File: config.mk
export PLATFORM = sky130hd
export DESIGN_NAME = wave_scheduler
export DESIGN_NICKNAME = d
export VERILOG_FILES = /design/src/rtl/wave_scheduler.sv
export SDC_FILE = /design/constraint.sdc
export NUM_CORES = 1
export LEC_CHECK = 0
export ABC_AREA = 1
export BUFFER_PORTS_ARGS = -buffer_cell sky130_fd_sc_hd__buf_2
export CAP_MARGIN = 20
export CORE_ASPECT_RATIO = 0.5
export CORE_MARGIN = 5
export CORE_UTILIZATION = 40
export DETAILED_ROUTE_END_ITERATION = 8
export PLACE_DENSITY_LB_ADDON = 0.15
export SYNTH_ARGS = -nofsm -noshare
export SYNTH_HDL_FRONTEND = slang
export SYNTH_SLANG_ARGS = --single-unit
File: constraint.sdc
create_clock -name clk -period 4.1 [get_ports clk]
set_clock_uncertainty 0.2 [all_clocks]
set_input_delay 0.615 -clock clk [delete_from_list [all_inputs] [get_ports clk]]
set_output_delay 0.615 -clock clk [all_outputs]
set_load 0.05 [all_outputs]
File: src/rtl/wave_scheduler.sv
// wave_scheduler: sequences enemy waves (one-at-a-time spawn ramp, alive mask, kill count).
// Latency: every output is registered; inputs sampled on an edge are visible right after it.
// Backpressure: none; frame_tick/start/plane_hit are one-cycle pulses consumed on arrival.
// Ports: clk, reset (synchronous, active-high), frame_tick, start, plane_hit[9:0], player_dead in;
//        plane_amount[3:0] (drives amount_control), alive[9:0], wave[3:0], kills[7:0], game_over out.
module wave_scheduler #(
   parameter int SPAWN_GAP    = 30,
   parameter int CLEAR_FRAMES = 60,
   parameter int MAX_WAVE     = 10
) (
   input  logic       clk,
   input  logic       reset,
   input  logic       frame_tick,
   input  logic       start,
   input  logic [9:0] plane_hit,
   input  logic       player_dead,
   output logic [3:0] plane_amount,
   output logic [9:0] alive,
   output logic [3:0] wave,
   output logic [7:0] kills,
   output logic       game_over
);

   // One counter serves both the spawn gap and the clear pause, so size it for the larger.
   localparam int CNT_MAX = (SPAWN_GAP > CLEAR_FRAMES) ? SPAWN_GAP : CLEAR_FRAMES;
   localparam int CNT_W   = $clog2(CNT_MAX + 1);

   localparam logic [CNT_W-1:0] SPAWN_GAP_C    = CNT_W'(SPAWN_GAP);
   localparam logic [CNT_W-1:0] CLEAR_FRAMES_C = CNT_W'(CLEAR_FRAMES);
   localparam logic [3:0]       MAX_WAVE_C     = 4'(MAX_WAVE);

   localparam logic [2:0] ST_IDLE  = 3'd0;
   localparam logic [2:0] ST_SPAWN = 3'd1;
   localparam logic [2:0] ST_PLAY  = 3'd2;
   localparam logic [2:0] ST_CLEAR = 3'd3;
   localparam logic [2:0] ST_OVER  = 3'd4;

   logic [2:0]       state_q, state_d;
   logic [CNT_W-1:0] cnt_q, cnt_d, cnt_inc;
   logic [3:0]       amount_d, amount_inc, wave_d;
   logic [9:0]       alive_d, hit_vld, spawn_bit;
   logic [7:0]       kills_d;
   logic [8:0]       kills_sum;
   logic             over_d;

   function automatic logic [3:0] popcount10(input logic [9:0] v);
      logic [3:0] n;
      n = '0;
      for (int i = 0; i < 10; i++) begin
         n = n + {3'b000, v[i]};
      end
      return n;
   endfunction

   always_comb begin
      // Hits are masked with the alive bits from before this edge, so a plane
      // spawned in the same cycle cannot be hit yet.
      hit_vld   = ((state_q == ST_SPAWN) || (state_q == ST_PLAY)) ? (plane_hit & alive) : '0;
      kills_sum = {1'b0, kills} + {5'b00000, popcount10(hit_vld)};
      cnt_inc    = cnt_q + 1'b1;
      amount_inc = plane_amount + 4'd1;
      spawn_bit  = 10'd1 << plane_amount;

      state_d  = state_q;
      cnt_d    = cnt_q;
      amount_d = plane_amount;
      wave_d   = wave;
      over_d   = game_over;
      alive_d  = alive & ~hit_vld;
      kills_d  = kills_sum[8] ? 8'hFF : kills_sum[7:0];

      if ((state_q == ST_IDLE) || (state_q == ST_OVER)) begin
         if (start) begin
            state_d  = ST_SPAWN;
            wave_d   = 4'd1;
            kills_d  = '0;
            amount_d = '0;
            alive_d  = '0;
            cnt_d    = '0;
            over_d   = 1'b0;
         end
      end else if (player_dead) begin
         // Death wins over spawn and every other transition; hits above still count.
         state_d = ST_OVER;
         over_d  = 1'b1;
      end else if (state_q == ST_SPAWN) begin
         if (frame_tick) begin
            if (cnt_inc == SPAWN_GAP_C) begin
               cnt_d    = '0;
               alive_d  = alive_d | spawn_bit;
               amount_d = amount_inc;
               if (amount_inc == wave) begin
                  state_d = ST_PLAY;
               end
            end else begin
               cnt_d = cnt_inc;
            end
         end
      end else if (state_q == ST_PLAY) begin
         // Registered alive is tested, giving one cycle between the last kill and CLEAR.
         if (alive == '0) begin
            state_d = ST_CLEAR;
            cnt_d   = '0;
         end
      end else if (state_q == ST_CLEAR) begin
         if (frame_tick) begin
            if (cnt_inc == CLEAR_FRAMES_C) begin
               state_d  = ST_SPAWN;
               wave_d   = (wave >= MAX_WAVE_C) ? MAX_WAVE_C : (wave + 4'd1);
               amount_d = '0;
               alive_d  = '0;
               cnt_d    = '0;
            end else begin
               cnt_d = cnt_inc;
            end
         end
      end else begin
         // Unreachable encodings recover to IDLE.
         state_d = ST_IDLE;
      end
   end

   always_ff @(posedge clk) begin
      if (reset) begin
         state_q      <= ST_IDLE;
         cnt_q        <= '0;
         plane_amount <= '0;
         alive        <= '0;
         wave         <= '0;
         kills        <= '0;
         game_over    <= 1'b0;
      end else begin
         state_q      <= state_d;
         cnt_q        <= cnt_d;
         plane_amount <= amount_d;
         alive        <= alive_d;
         wave         <= wave_d;
         kills        <= kills_d;
         game_over    <= over_d;
      end
   end

endmodule
== Word level (Yosys, flattened, before mapping) ==
Cells that the tools add are included.

* Bits of input ports: 15
* Flip-flop bits (word level): 36
* Logic and storage cells: 123

* Add/subtract/negate cells: 13
* Bitwise gates (word level): 4
* Shifts and indexed selects: 1
* Multiplexer cells: 59
* Magnitude comparators: 1
* Reductions and logical operators: 16
* Equal/unequal tests: 22

{| class="wikitable"
|+ Operators with widths
! operator !! number
|-
| $mux W10 || 11
|-
| $mux W4 || 19
|-
| $mux W6 || 11
|-
| $mux W3 || 12
|-
| $add A4 B1 Y4 || 6
|-
| $mux W8 || 3
|-
| $and A10 B10 Y10 || 2
|-
| $reduce_and A7 Y1 || 2
|-
| $ne A4 B2 Y1 const B || 3
|-
| $logic_not A10 Y1 || 1
|-
| $not A10 Y10 || 1
|-
| $or A10 B10 Y10 || 1
|-
| $shl A1 B4 Y10 const A || 1
|-
| $add A8 B4 Y9 || 1
|-
| $add A4 B1 Y4 const B || 2
|-
| $reduce_and A8 Y1 || 1
|-
| $reduce_bool A2 Y1 || 4
|-
| $add A6 B1 Y6 const B || 1
|-
| $eq A3 B2 Y1 const B || 2
|-
| $eq A6 B5 Y1 const B || 1
|-
| $eq A6 B6 Y1 const B || 1
|-
| $ne A2 B1 Y1 const B || 3
|-
| $ne A3 B2 Y1 const B || 2
|-
| $ne A6 B5 Y1 const B || 1
|-
| 20 further kinds || 24
|}

== Depth between registers and ports, before layout ==
Gate-level depths: netlist (run 1).

* Depth in word-level cells: 16
* Mapped depth: 22
* Mapped depth without buffers: 21

== Worst setup path after synthesis (run 1) ==
No wires, ideal clock.

* Path type: register to register
* From: register state_q[1]
* To: register kills[6]
* Clock period less this slack: 4.321 ns
* Arrival: 4.030 ns
* Stages on the path, launching flop included: 20
* Buffers on the path: 1
* Setup slack: -0.221 ns
* Required time: 3.809 ns
* Path through: dfxtp_1 -> inv_2 -> or2_1 -> nor2_4 -> inv_1 -> nand2_2 -> buf_6 -> nand3_1 -> fa_1 -> fa_1 -> fa_1 -> fa_1 -> inv_1 -> fa_1 -> a21oi_1 -> o21ai_0 -> nand2_1 -> inv_1 -> a21oi_1 -> a311oi_1

* Word-level cells in the longest chain between the ends: 16
* Elaborated cells on any way between the ends: 20

{| class="wikitable"
|+ Ends and longest elaborated chain
! what !! RTL line !! source
|-
| start: declaration || 38 || <nowiki>logic [2:0] state_q, state_d;</nowiki>
|-
| start signal: assignment || 133 || <nowiki>state_q <= state_d;</nowiki>
|-
| $eq A3 B1 Y1 / $eq A3 B2 Y1 (equally long branches) || 58 || <nowiki>hit_vld = ((state_q == ST_SPAWN) || (state_q == ST_PLAY)) ? (plane_hit & alive) : '0;</nowiki>
|-
| $logic_or A1 B1 Y1 || 58 ||
|-
| $mux W10 || 58 ||
|-
| $add A1 B1 Y2 || 50 || <nowiki>n = n + {3'b000, v[i]};</nowiki>
|-
| $add A2 B1 Y3 || 50 ||
|-
| $add A3 B1 Y4 || 50 ||
|-
| $add A4 B1 Y4 (6 in series) || 50 ||
|-
| $add A8 B4 Y9 || 59 || <nowiki>kills_sum = {1'b0, kills} + {5'b00000, popcount10(hit_vld)};</nowiki>
|-
| $mux W8 || 70 || <nowiki>kills_d = kills_sum[8] ? 8'hFF : kills_sum[7:0];</nowiki>
|-
| $mux W8 || 73 || <nowiki>if (start) begin</nowiki>
|-
| $mux W8 (*) || 72 || <nowiki>if ((state_q == ST_IDLE) || (state_q == ST_OVER)) begin</nowiki>
|-
| end signal: assignment || 138 || <nowiki>kills <= kills_d;</nowiki>
|-
| end: declaration || 20 || <nowiki>output logic [7:0] kills,</nowiki>
|}

Every way passes the cells marked *; elsewhere a longest branch is shown, timed or not.
A chain may end at the register's enable or synchronous reset.

== Worst setup path in the final report (run 1) ==
Ends and elaborated chain as after synthesis.

==> metrics.md, run 1 <==
| Metric | Value |
|---|---|
| Pre-antenna DRT Iters | `4` |
| Vias in the first global route | `2511` |
| Levels on crit path | `19` |
| Clk pwr share | `23.4%` |
| Sequential share of the synthesized area | `27.9%` |
| Routed Antenna Nets | `0` |
| Netlist Area Pre-Place | `2590 sq um` |
| Slowest-stage cell, CP | `fa_1` |
| Max_cap viols | `0` |
| H-tree levels | `2` |
| Critical R2R Launch | `state_q[1]` |
| Vias/cell | `5.03` |
| Leakage | `1.57 nW` |
| Final-report hold violation count | `0` |
| Slew Limit Headroom | `73.8%` |
| Synth cell types | `40` |
| HP Class | `reg2reg` |
| Syn_nets | `399` |
| Total power | `1.91 mW` |
| CP delay by family, top | `adder cells` |
| Fin nets | `479` |
| Per-cell routed wire length | `13.4 um` |
| Flop pwr share | `24.2%` |
| Cell Chain, Critical Path | `inv_2 > or2_4 > nor2_4 > inv_2 > nand2_4 > buf_6 > nand3_4 > fa_1 > fa_1 > fa_1 > fa_2 > inv_2 > fa_2 > a21oi_2 > o21ai_2 > nand2_2 > inv_2 > a21oi_2 > a311oi_2` |
| Highest clock rate | `245 MHz` |
| Top Ports | `42` |
| Via count | `2665` |
| Number of warnings issued by yosys | `0` |
| Antenna cell count | `0` |
| Yosys reg bits | `36` |
| DRT iter0 DRCs | `89` |
| # rows | `20` |
| CP max stage delay | `0.53 ns` |
| Ranking of synthesized cells by area | `dfxtp_1 (28%), nand2_1 (11%), ha_1 (7.7%)` |
| RR Endpoint | `kills[6]` |
| Multi-input combinational cell area | `1770 sq um` |
| Crit path launch | `state_q[1]` |
| Critical path class | `reg2reg` |
| Worst Setup EP | `kills[6]` |
| Worst-path clk slew | `0.06 ns` |
| GPL Wtd Cong | `0.855` |
| Post-synth EDFFs | `0` |
| Top-area cell type share of the netlist area | `27.9%` |
| CTS root buf | `clkbuf_16` |
| Comb power frac | `52.4%` |
| Die area | `8270 sq um` |
| DRC violations left | `0` |
| Inserted Clock Buffers | `5` |
| Net switching power | `0.815 mW` |
| Congestion Overflow GR | `0` |
| Synth Instances | `361` |
| Largest net degree at the start of global routing | `14` |
| Routed wire length | `7.10 mm` |
| Fillcell total | `588` |
| Layout cells sized above 1 | `35.7%` |
| VDD IR max | `234 uV` |
| Hold_ws | `0.298 ns` |
| R2R cell count | `19` |
| First-pass GRT wire length | `11.5 mm` |
| Worst slew pin tran | `0.392 ns` |
| Global-route usage over all layers | `17.6%` |
| Number of buffers added on ports | `41` |
| RSZ-0062 raised after global routing | `true` |
| Initial core utilization | `41.9%` |
| Storage element area | `723 sq um` |
| Setup violators final | `0` |
| Initial antenna violation count | `0` |
| Die extent in y | `66.9 um` |
| Required time worst endpoint | `4.10 ns` |
| CP max FO | `5` |
| Final period util | `99.5%` |
| Commonest cells after routing, fill and taps aside | `nand2_1 (72), buf_2 (41), inv_1 (38), buf_4 (38), dfxtp_1 (34)` |
| Clock Latency Late Sink | `0.28 ns` |
| Commonest non-fill, non-tap cell in the layout | `nand2_1` |
| Post-DP HPWL | `5.15 mm` |
| Worst Path Buf+Inv | `5` |
| Worst path arrival time | `4.08 ns` |
| Syn avg cell area | `7.17 sq um` |
| Worst path most repeated cell | `inv_2` |
| Status | `finished, final reports clean` |
| Core area | `6180 sq um` |
| Period minus WS final | `4.08 ns` |
| Sw Ratio | `42.8%` |
| Startpoint Class | `flop` |
| Clk sinks | `36` |
| Chip width | `124 um` |
| CP Capture Type | `flop` |
| Dominant synthesized flop cell | `dfxtp_1` |
| Async SR Flop Fraction | `0%` |
| TritonCTS clock tree | `yes` |
| Worst reg-to-reg setup slack | `0.02 ns` |
| Final Max Tran Viols | `0` |
| Pint | `1.09 mW` |
| Yosys top cell by area | `dfxtp_1` |
| Pwr dens | `549 nW/um^2` |
| # hold bufs at CTS | `0` |
| Layout area overhead | `34.1%` |
| Clk buf depth | `2` |
-- cell families after synthesis --
logic type / Yosys count / synth area share (%)
compound gates: 51 / 11.4
buf+inv: 57 / 9.28
xor+xnor: 4 / 1.64
fa+ha+maj: 23 / 13.2
simple gates: 190 / 36.7
flops: 36 / 27.9
-- worst reg2reg max path, cell delays in order (launching register included) --
cell,delay (ns)
dfxtp_2,0.33
inv_2,0.04
or2_4,0.23
nor2_4,0.10
inv_2,0.06
nand2_4,0.10
buf_6,0.14
nand3_4,0.07
fa_1,0.53
fa_1,0.43
fa_1,0.47
fa_2,0.35
inv_2,0.07
fa_2,0.21
a21oi_2,0.06
o21ai_2,0.15
nand2_2,0.10
inv_2,0.09
a21oi_2,0.06
a311oi_2,0.23
-- per-layer routing --
| metal | wire length [um] | global-route usage, % |
|---|---|---|
| met5 | 0 | 0 |
| met3 | 336 | 3.90 |
| met2 | 3400 | 30.5 |
| met1 | 3260 | 22.2 |
| met4 | 102 | 4.97 |
-- sequential cells by signal, indices dropped and copies added (netlist names) --
signal,flops
alive,10
cnt_q,6
game_over,1
kills,8
plane_amount,4
state_q,3
wave,4
-- area by class of cell --
type | count | area share [%]
multi-input cells | 268 | 51.1
flip-flops and latches | 36 | 20.8
inverters | 49 | 5.30
clock buffers | 5 | 3.60
well taps | 88 | 3.17
repair buffers | 81 | 14.8
clock inverters | 3 | 1.23
-- through the flow --
stage               cells  util [%]  TNS (ns)  instance area, sq um  worst slack [ns]
global placement      494      47.9  -0.00122                  2960          -0.00122
global route          530      56.2    -0.513                  3470            -0.161
finish                530      56.2         0                  3470            0.0201
floorplan             361         -   -0.0662                  2610           -0.0309
detailed placement    494      47.9    -0.257                  2960           -0.0778
CTS                   529      54.3         0                  3360           0.00417
-- how the worst min path moves through the flow --
stage | endpoint | cells after the start | slack (ns) | startpoint
floorplan | cnt_q[5] | 2 | 0.27 | cnt_q[5]
global placement | alive[8] | 2 | 0.28 | alive[8]
detailed placement | alive[8] | 2 | 0.29 | alive[8]
CTS | alive[8] | 2 | 0.30 | alive[8]
global route | alive[5] | 2 | 0.33 | alive[5]
finish | alive[3] | 2 | 0.30 | alive[3]
-- Yosys cell counts, drive strengths merged (2+ instances only) --
cell    count
nand2      86
inv        48
nand3      41
nor2       39
dfxtp      36
a21oi      33
ha         16
nand4      13
o21ai       8
buf         7
fa          7
nor3        4
nand3b      3
o22ai       3
or2         3
xor2        3
a21boi      2
o21a        2
-- power by group through the flow --
stage | Sequential [mW] | Clock, mW | Combinational (mW)
3_3_place_gp | 0.466 | 0 | 0.754
3_5_place_dp | 0.468 | 0 | 0.768
6_report | 0.462 | 0.446 | 0.997
4_1_cts | 0.461 | 0.450 | 0.931
5_1_grt | 0.472 | 0.468 | 1.08
2_1_floorplan | 0.519 | 0 | 0.517
-- what timing repair did --
| action | CTS | global route |
|---|---|---|
| setup buffers | 27 | 3 |
| pin swaps | 7 | 13 |
| gates resized for setup | 8 | 23 |
| setup endpoints to repair | 7 | 13 |
Note: power is estimated with default switching activity, not from simulation.
==> run 2: changes to the inputs <==
Settings changed: CORE_UTILIZATION 40 to 51, CTS_CLUSTER_SIZE from default to 20.
==> run 2 against run 1 <==
  * Cell count down 7.7%
  * Total power down 16%
  * Critical endpoint is now kills[5]
  * Flip-flop and latch count unchanged
  * Utilization up 7.9 points
  * Non-clock buffer count down 23
  * Clock-buffer cell count up 1
  * Register-to-register slack better by 0.06 ns
  * Worst hold slack better by 0.0019 ns
  * Sequential share of layout area up 2.2 points
  * Setup slack better by 0.062 ns
  * Final area down 9.4%
==> metrics.md, run 2 (synthesized netlist as in run 1, its figures left out) <==
| Metric | Value |
|---|---|
| Top Ports | `42 (unchanged)` |
| Final Max Tran Viols | `0 (unchanged)` |
| Largest net degree at the start of global routing | `14 (unchanged)` |
| Die extent in y | `60.4 um (-9.7%)` |
| Biggest register | `alive` |
| Leading registers by flop count | `alive: 10 flops, kills: 8 flops, cnt_q: 6 flops` |
| Clock Latency Late Sink | `0.29 ns (about the same)` |
| Initial antenna violation count | `0 (unchanged)` |
| Multi-input combinational cell area | `1710 sq um (-3.7%)` |
| Largest register FFs | `10 (unchanged)` |
| Leakage | `1.44 nW (-8.8%)` |
| Status | `finished, final reports clean` |
| RSZ-0062 raised after global routing | `true` |
| Initial core utilization | `52.7% (+11 points)` |
| Slowest-stage cell, CP | `fa_1` |
| Vias/cell | `5.21 (+3.7%)` |
| Critical path class | `reg2reg` |
| Worst path arrival time | `4.01 ns (-0.07 ns)` |
| Via count | `2550 (-4.3%)` |
| Post-DP HPWL | `5.10 mm (-1.1%)` |
| Commonest non-fill, non-tap cell in the layout | `nand2_1` |
| Startpoint Class | `flop` |
| # rows | `18 (-10%)` |
| Storage element area | `723 sq um (unchanged)` |
| Worst Path Buf+Inv | `5 (unchanged)` |
| Layout area overhead | `21.6%` |
| Final Util | `64.1% (+7.9 points)` |
| H-tree levels | `2 (unchanged)` |
| Fin nets | `456 (-4.8%)` |
| Required time worst endpoint | `4.09 ns (about the same)` |
| Final period util | `98.0% (-1.5 points)` |
| Worst-path clk slew | `0.07 ns (about the same)` |
| Clk sinks | `36 (unchanged)` |
| GPL Wtd Cong | `0.903 (+5.6%)` |
| Design Area, Final | `3150 sq um (-9.4%)` |
| Per-cell routed wire length | `13.0 um (-2.6%)` |
| Antenna cell count | `0 (unchanged)` |
| # hold bufs at CTS | `0 (unchanged)` |
| First-pass GRT wire length | `10.5 mm (-8.4%)` |
| Max_cap viols | `0 (unchanged)` |
| VDD IR max | `223 uV (-4.7%)` |
| Routed wire length | `6.38 mm (-10%)` |
| Worst reg-to-reg setup slack | `0.08 ns (+0.06 ns)` |
| Clk buf depth | `2 (unchanged)` |
| CP delay by family, top | `adder cells` |
| Congestion Overflow GR | `0 (unchanged)` |
| Fillcell total | `469 (-20%)` |
| Cell Chain, Critical Path | `inv_2 > or2_4 > nor2_4 > inv_2 > nand2_4 > buf_6 > nand3_4 > fa_1 > fa_1 > fa_1 > fa_2 > inv_2 > fa_2 > a21oi_2 > o21ai_2 > nand2_2 > nor2_4 > o31ai_1 > inv_1` |
| Global-route usage over all layers | `19.3% (+1.6 points)` |
| CP max stage delay | `0.52 ns (about the same)` |
| Setup violators final | `0 (unchanged)` |
| CP Capture Type | `flop` |
| Layout cells sized above 1 | `29.4% (-6.4 points)` |
| Placed Area | `2950 sq um (-0.25%)` |
| Pre-antenna DRT Iters | `4 (unchanged)` |
| Slew Limit Headroom | `73.8% (about the same)` |
| Total power | `1.59 mW (-16%)` |
| CP max FO | `5 (unchanged)` |
| DRC violations left | `0 (unchanged)` |
| Inserted Clock Buffers | `5 (unchanged)` |
| Die area | `6680 sq um (-19%)` |
| Core area | `4910 sq um (-21%)` |
| HP Class | `reg2reg` |
| Highest clock rate | `249 MHz (+1.5%)` |
| Worst slew pin tran | `0.393 ns (+0.000554 ns)` |
| Number of buffers added on ports | `41 (unchanged)` |
| Period minus WS final | `4.02 ns (-0.0617 ns)` |
| Chip width | `111 um (-11%)` |
| TritonCTS clock tree | `yes` |
| CTS root buf | `clkbuf_8` |
| Commonest cells after routing, fill and taps aside | `nand2_1 (73), buf_2 (41), inv_1 (38)` |
| Vias in the first global route | `2385 (-5.0%)` |
| Routed Antenna Nets | `0 (unchanged)` |
| Pwr dens | `506 nW/um^2 (-7.8%)` |
| Final-report hold violation count | `0 (unchanged)` |
| DRT iter0 DRCs | `143 (+61%)` |
-- run 2: changes by cell type in the layout (fill, tap and decap cells not counted), moves of 2 or more --
cell,delta
a21oi_1,+4
a21oi_2,-4
buf_4,-22
clkbuf_16,-5
clkbuf_8,+5
nand3_1,+3
nand3_4,-3
nor2_2,-2
-- run 2: layer usage --
metal	wire length (um)	up-vias	GRT usage (%)
li1	-	1295	-
met1	2880	1181	23.0
met2	3050	63	36.0
met3	369	11	4.48
met4	75	0	5.61
met5	0	-	0
-- run 2: what timing repair did --
action / in CTS / in global routing
gates cloned: 0 / 0
setup buffers: 0 / 3
hold endpoints to repair: 0 / 0
pin swaps: 3 / 4
setup endpoints to repair: 7 / 8
resized for setup: 3 / 13
-- run 2: where the power goes --
part | switching [mW] | total [mW] | internal [mW]
clock network | 0.135 | 0.315 | 0.181
registers | 0.0700 | 0.462 | 0.392
logic | 0.517 | 0.814 | 0.297
-- run 2: layout make-up --
| class | count | share of cell area (%) |
|---|---|---|
| repair buffers | 58 | 10.7 |
| flip-flops and latches | 36 | 23.0 |
| clock buffers | 6 | 2.31 |
| clock inverters | 2 | 1.11 |
| inverters | 49 | 5.85 |
| multi-input cells | 268 | 54.3 |
| well taps | 70 | 2.78 |
-- run 2: worst reg2reg max path, stage by stage (launching register included) --
cell and delay (ns):
dfxtp_2 0.34, inv_2 0.04, or2_4 0.23, nor2_4 0.09, inv_2 0.06, nand2_4 0.09
buf_6 0.13, nand3_4 0.07, fa_1 0.52, fa_1 0.42, fa_1 0.51, fa_2 0.19
inv_2 0.04, fa_2 0.35, a21oi_2 0.16, o21ai_2 0.08, nand2_2 0.11, nor2_4 0.05
o31ai_1 0.19, inv_1 0.05
-- run 2: path summary, 6_finish.rpt --
check             start       end  cells after the start
max          state_q[1]  kills[5]                     19
min reg2reg    kills[7]  kills[6]                      2
min            kills[7]  kills[6]                      2
max reg2reg  state_q[1]  kills[5]                     19
-- run 2: metrics by stage --
step / setup WS [ns] / TNS (ns) / instances / hold slack, ns
after global routing: -0.0688 / -0.237 / 489 / 0.329
after CTS: 0.00217 / 0 / 486 / 0.302
after global placement: 0.00879 / 0 / 478 / 0.281
final: 0.0818 / 0 / 489 / 0.300
after floorplan: -0.0309 / -0.0662 / 361 / 0.272
after detailed placement: -0.0732 / -0.0992 / 478 / 0.289
==> run 3: changes to the inputs <==
Settings changed: GPL_TIMING_DRIVEN from default to 0, MAX_ROUTING_LAYER from default to met4, REMOVE_ABC_BUFFERS from default to 1.
==> run 3 against run 2 <==
  * The flow now finishes with violations (setup timing)
  * Maximum frequency fell by 2.0%
  * Register-to-register slack worse by 0.08 ns
  * Final area is 1.9% higher
  * First-iteration DRC count rose by 21%
  * Non-clock buffer count is 1 higher
  * Total power up 3.4%
  * Flip-flop and latch count stayed put
  * Global-route usage rose by 1.4 points
  * Clock-buffer cell count stayed put
  * Wire length increased by 3.9%
  * Critical path type unchanged
  * Largest cell class unchanged
  * Largest power group unchanged
==> metrics.md, run 3 (synthesized netlist as in run 1, its figures left out) <==
| Metric | Value |
|---|---|
| Status | `complete, but fails checks` |
| Violated checks | `setup timing` |
| Largest register FFs | `10 (unchanged)` |
| Layout cells sized above 1 | `30.5% (+1.1 points)` |
| Clk sinks | `36 (unchanged)` |
| Final Max Tran Viols | `0 (unchanged)` |
| Worst path arrival time | `4.08 ns (+0.07 ns)` |
| Metal1 wirelength | `3.01 mm (+4.6%)` |
| Worst reg-to-reg setup slack | `-0.001 ns (-0.08 ns)` |
| # hold bufs at CTS | `0 (unchanged)` |
| Top Ports | `42 (unchanged)` |
| Post-DP HPWL | `4.87 mm (-4.4%)` |
| Clk buf depth | `2 (unchanged)` |
| Met3 routed WL | `297 um (-20%)` |
| Critical R2R Launch | `state_q[1]` |
| Commonest cells after routing, fill and taps aside | `nand2_1 (73), buf_2 (41), inv_1 (37)` |
| HP Class | `reg2reg` |
| Fin nets | `457 (+0.22%)` |
| Chip width | `111 um (unchanged)` |
| Setup violators final | `2 (+2)` |
| Number of buffers added on ports | `41 (unchanged)` |
| Max_cap viols | `0 (unchanged)` |
| Required time worst endpoint | `4.08 ns (about the same)` |
| HP Start | `game_over` |
| DRC violations left | `0 (unchanged)` |
| Design Area, Final | `3210 sq um (+1.9%)` |
| Via count | `2573 (+0.90%)` |
| Initial core utilization | `52.7% (unchanged)` |
| Final period util | `100% (+2.0 points)` |
| Die extent in y | `60.4 um (unchanged)` |
| PnR worst setup slack | `-0.00148 ns (-0.0833 ns)` |
| Worst-path clk slew | `0.08 ns (about the same)` |
| Commonest non-fill, non-tap cell in the layout | `nand2_1` |
| DRT iter0 DRCs | `173 (+21%)` |
| CTS root buf | `clkbuf_8` |
| Largest net degree at the start of global routing | `14 (unchanged)` |
| H-tree levels | `2 (unchanged)` |
| Slew Limit Headroom | `71.6% (-2.1 points)` |
| Pre-antenna DRT Iters | `4 (unchanged)` |
| Antenna cell count | `0 (unchanged)` |
| Final-report hold violation count | `0 (unchanged)` |
| Pwr dens | `513 nW/um^2 (+1.4%)` |
| Wire length on met2 | `3.22 mm (+5.4%)` |
| Hold_ws | `0.287 ns (-0.0137 ns)` |
| CP Capture Type | `flop` |
| Highest routed layer | `met4` |
| Setup TNS Final | `-0.00241 ns (-0.00241 ns)` |
| Global-route usage over all layers | `20.7% (+1.4 points)` |
| Period minus WS final | `4.10 ns (+0.0833 ns)` |
| RSZ-0062 raised after global routing | `true` |
| Inserted Clock Buffers | `5 (unchanged)` |
| GPL Wtd Cong | `0.902 (-0.12%)` |
| Highest clock rate | `244 MHz (-2.0%)` |
| Critical path class | `reg2reg` |
| VDD IR max | `249 uV (+12%)` |
| Vias/cell | `5.25 (+0.70%)` |
| TritonCTS clock tree | `yes` |
| Vias in the first global route | `2461 (+3.2%)` |
| Hold endpoint | `game_over` |
| Hold Crit Depth | `2 (unchanged)` |
| Worst slew pin tran | `0.425 ns (+0.0322 ns)` |
| # rows | `18 (unchanged)` |
| R2R cell count | `17 (-2)` |
| RR Endpoint | `kills[2]` |
| Placed Area | `2820 sq um (-4.3%)` |
| Initial antenna violation count | `0 (unchanged)` |
| Routed Antenna Nets | `0 (unchanged)` |
| Per-cell routed wire length | `13.5 um (+3.7%)` |
| Clock Latency Late Sink | `0.29 ns (about the same)` |
| Startpoint Class | `flop` |
| First-pass GRT wire length | `10.9 mm (+3.2%)` |
| CP max FO | `8 (+3)` |
| Layout area overhead | `23.9%` |
| Leading registers by flop count | `alive: 10 flops, kills: 8 flops, cnt_q: 6 flops` |
| Core area | `4910 sq um (unchanged)` |
| Leakage | `1.45 nW (+0.74%)` |
| Routed wire length | `6.63 mm (+3.9%)` |
| Die area | `6680 sq um (unchanged)` |
| Biggest register | `alive` |
| Congestion Overflow GR | `0 (unchanged)` |
-- run 3: repair_timing --
| item | 4_1_cts | 5_1_grt |
|---|---|---|
| setup buffers | 13 | 5 |
| pin swaps | 12 | 10 |
| resized for setup | 28 | 11 |
| setup endpoints to repair | 8 | 8 |
-- run 3: cell type report --
| cell class | count | area [sq um] |
|---|---|---|
| clock buffers | 6 | 72.6 |
| clock inverters | 2 | 35.0 |
| fillers | 451 | 1700 |
| inverters | 49 | 186 |
| multi-input cells | 268 | 1740 |
| flip-flops and latches | 36 | 732 |
| well taps | 70 | 87.6 |
| repair buffers | 59 | 353 |
-- run 3: worst max path at each step --
stage,startpoint,to,depth (start not counted)
2_1_floorplan,state_q[1],kills[6],18
3_3_place_gp,state_q[1],kills[0],18
3_5_place_dp,state_q[1],kills[3],18
4_1_cts,state_q[1],kills[6],18
5_1_grt,state_q[1],kills[6],18
6_report,state_q[1],kills[2],17
-- run 3: report_power, final --
part	switching [mW]	internal, mW
Combinational	0.543	0.317
Clock	0.131	0.181
Sequential	0.0747	0.398
-- run 3: routing by layer --
layer  vias to the layer above  global-route usage, %
li1                       1303                      -
met1                      1199                   24.6
met2                        57                   36.3
met3                        14                   4.08
met4                         0                   6.67
met5                         -                      -
-- run 3: stage by stage --
stage | total power [mW] | util (%) | instances | setup slack [ns]
floorplan | 0.993 | - | 353 | -0.197
global placement | 1.12 | 57.5 | 464 | -0.572
detailed placement | 1.15 | 57.5 | 464 | -0.690
CTS | 1.60 | 63.6 | 485 | -0.171
global route | 1.76 | 65.3 | 490 | -0.122
finish | 1.64 | 65.3 | 490 | -0.00148
-- run 3: critical path, cell delays in order, from the launching register on --
cell and delay (ns):
dfxtp_4 0.36, inv_4 0.03, or2_4 0.24, nor2_4 0.10, inv_2 0.08, nand2_8 0.12, nand3_2 0.11, fa_1 0.57
fa_1 0.43, fa_1 0.52, fa_2 0.20, inv_2 0.04, fa_2 0.34, buf_4 0.14, buf_4 0.12, or2_2 0.26
nand2_1 0.06, a21oi_1 0.06
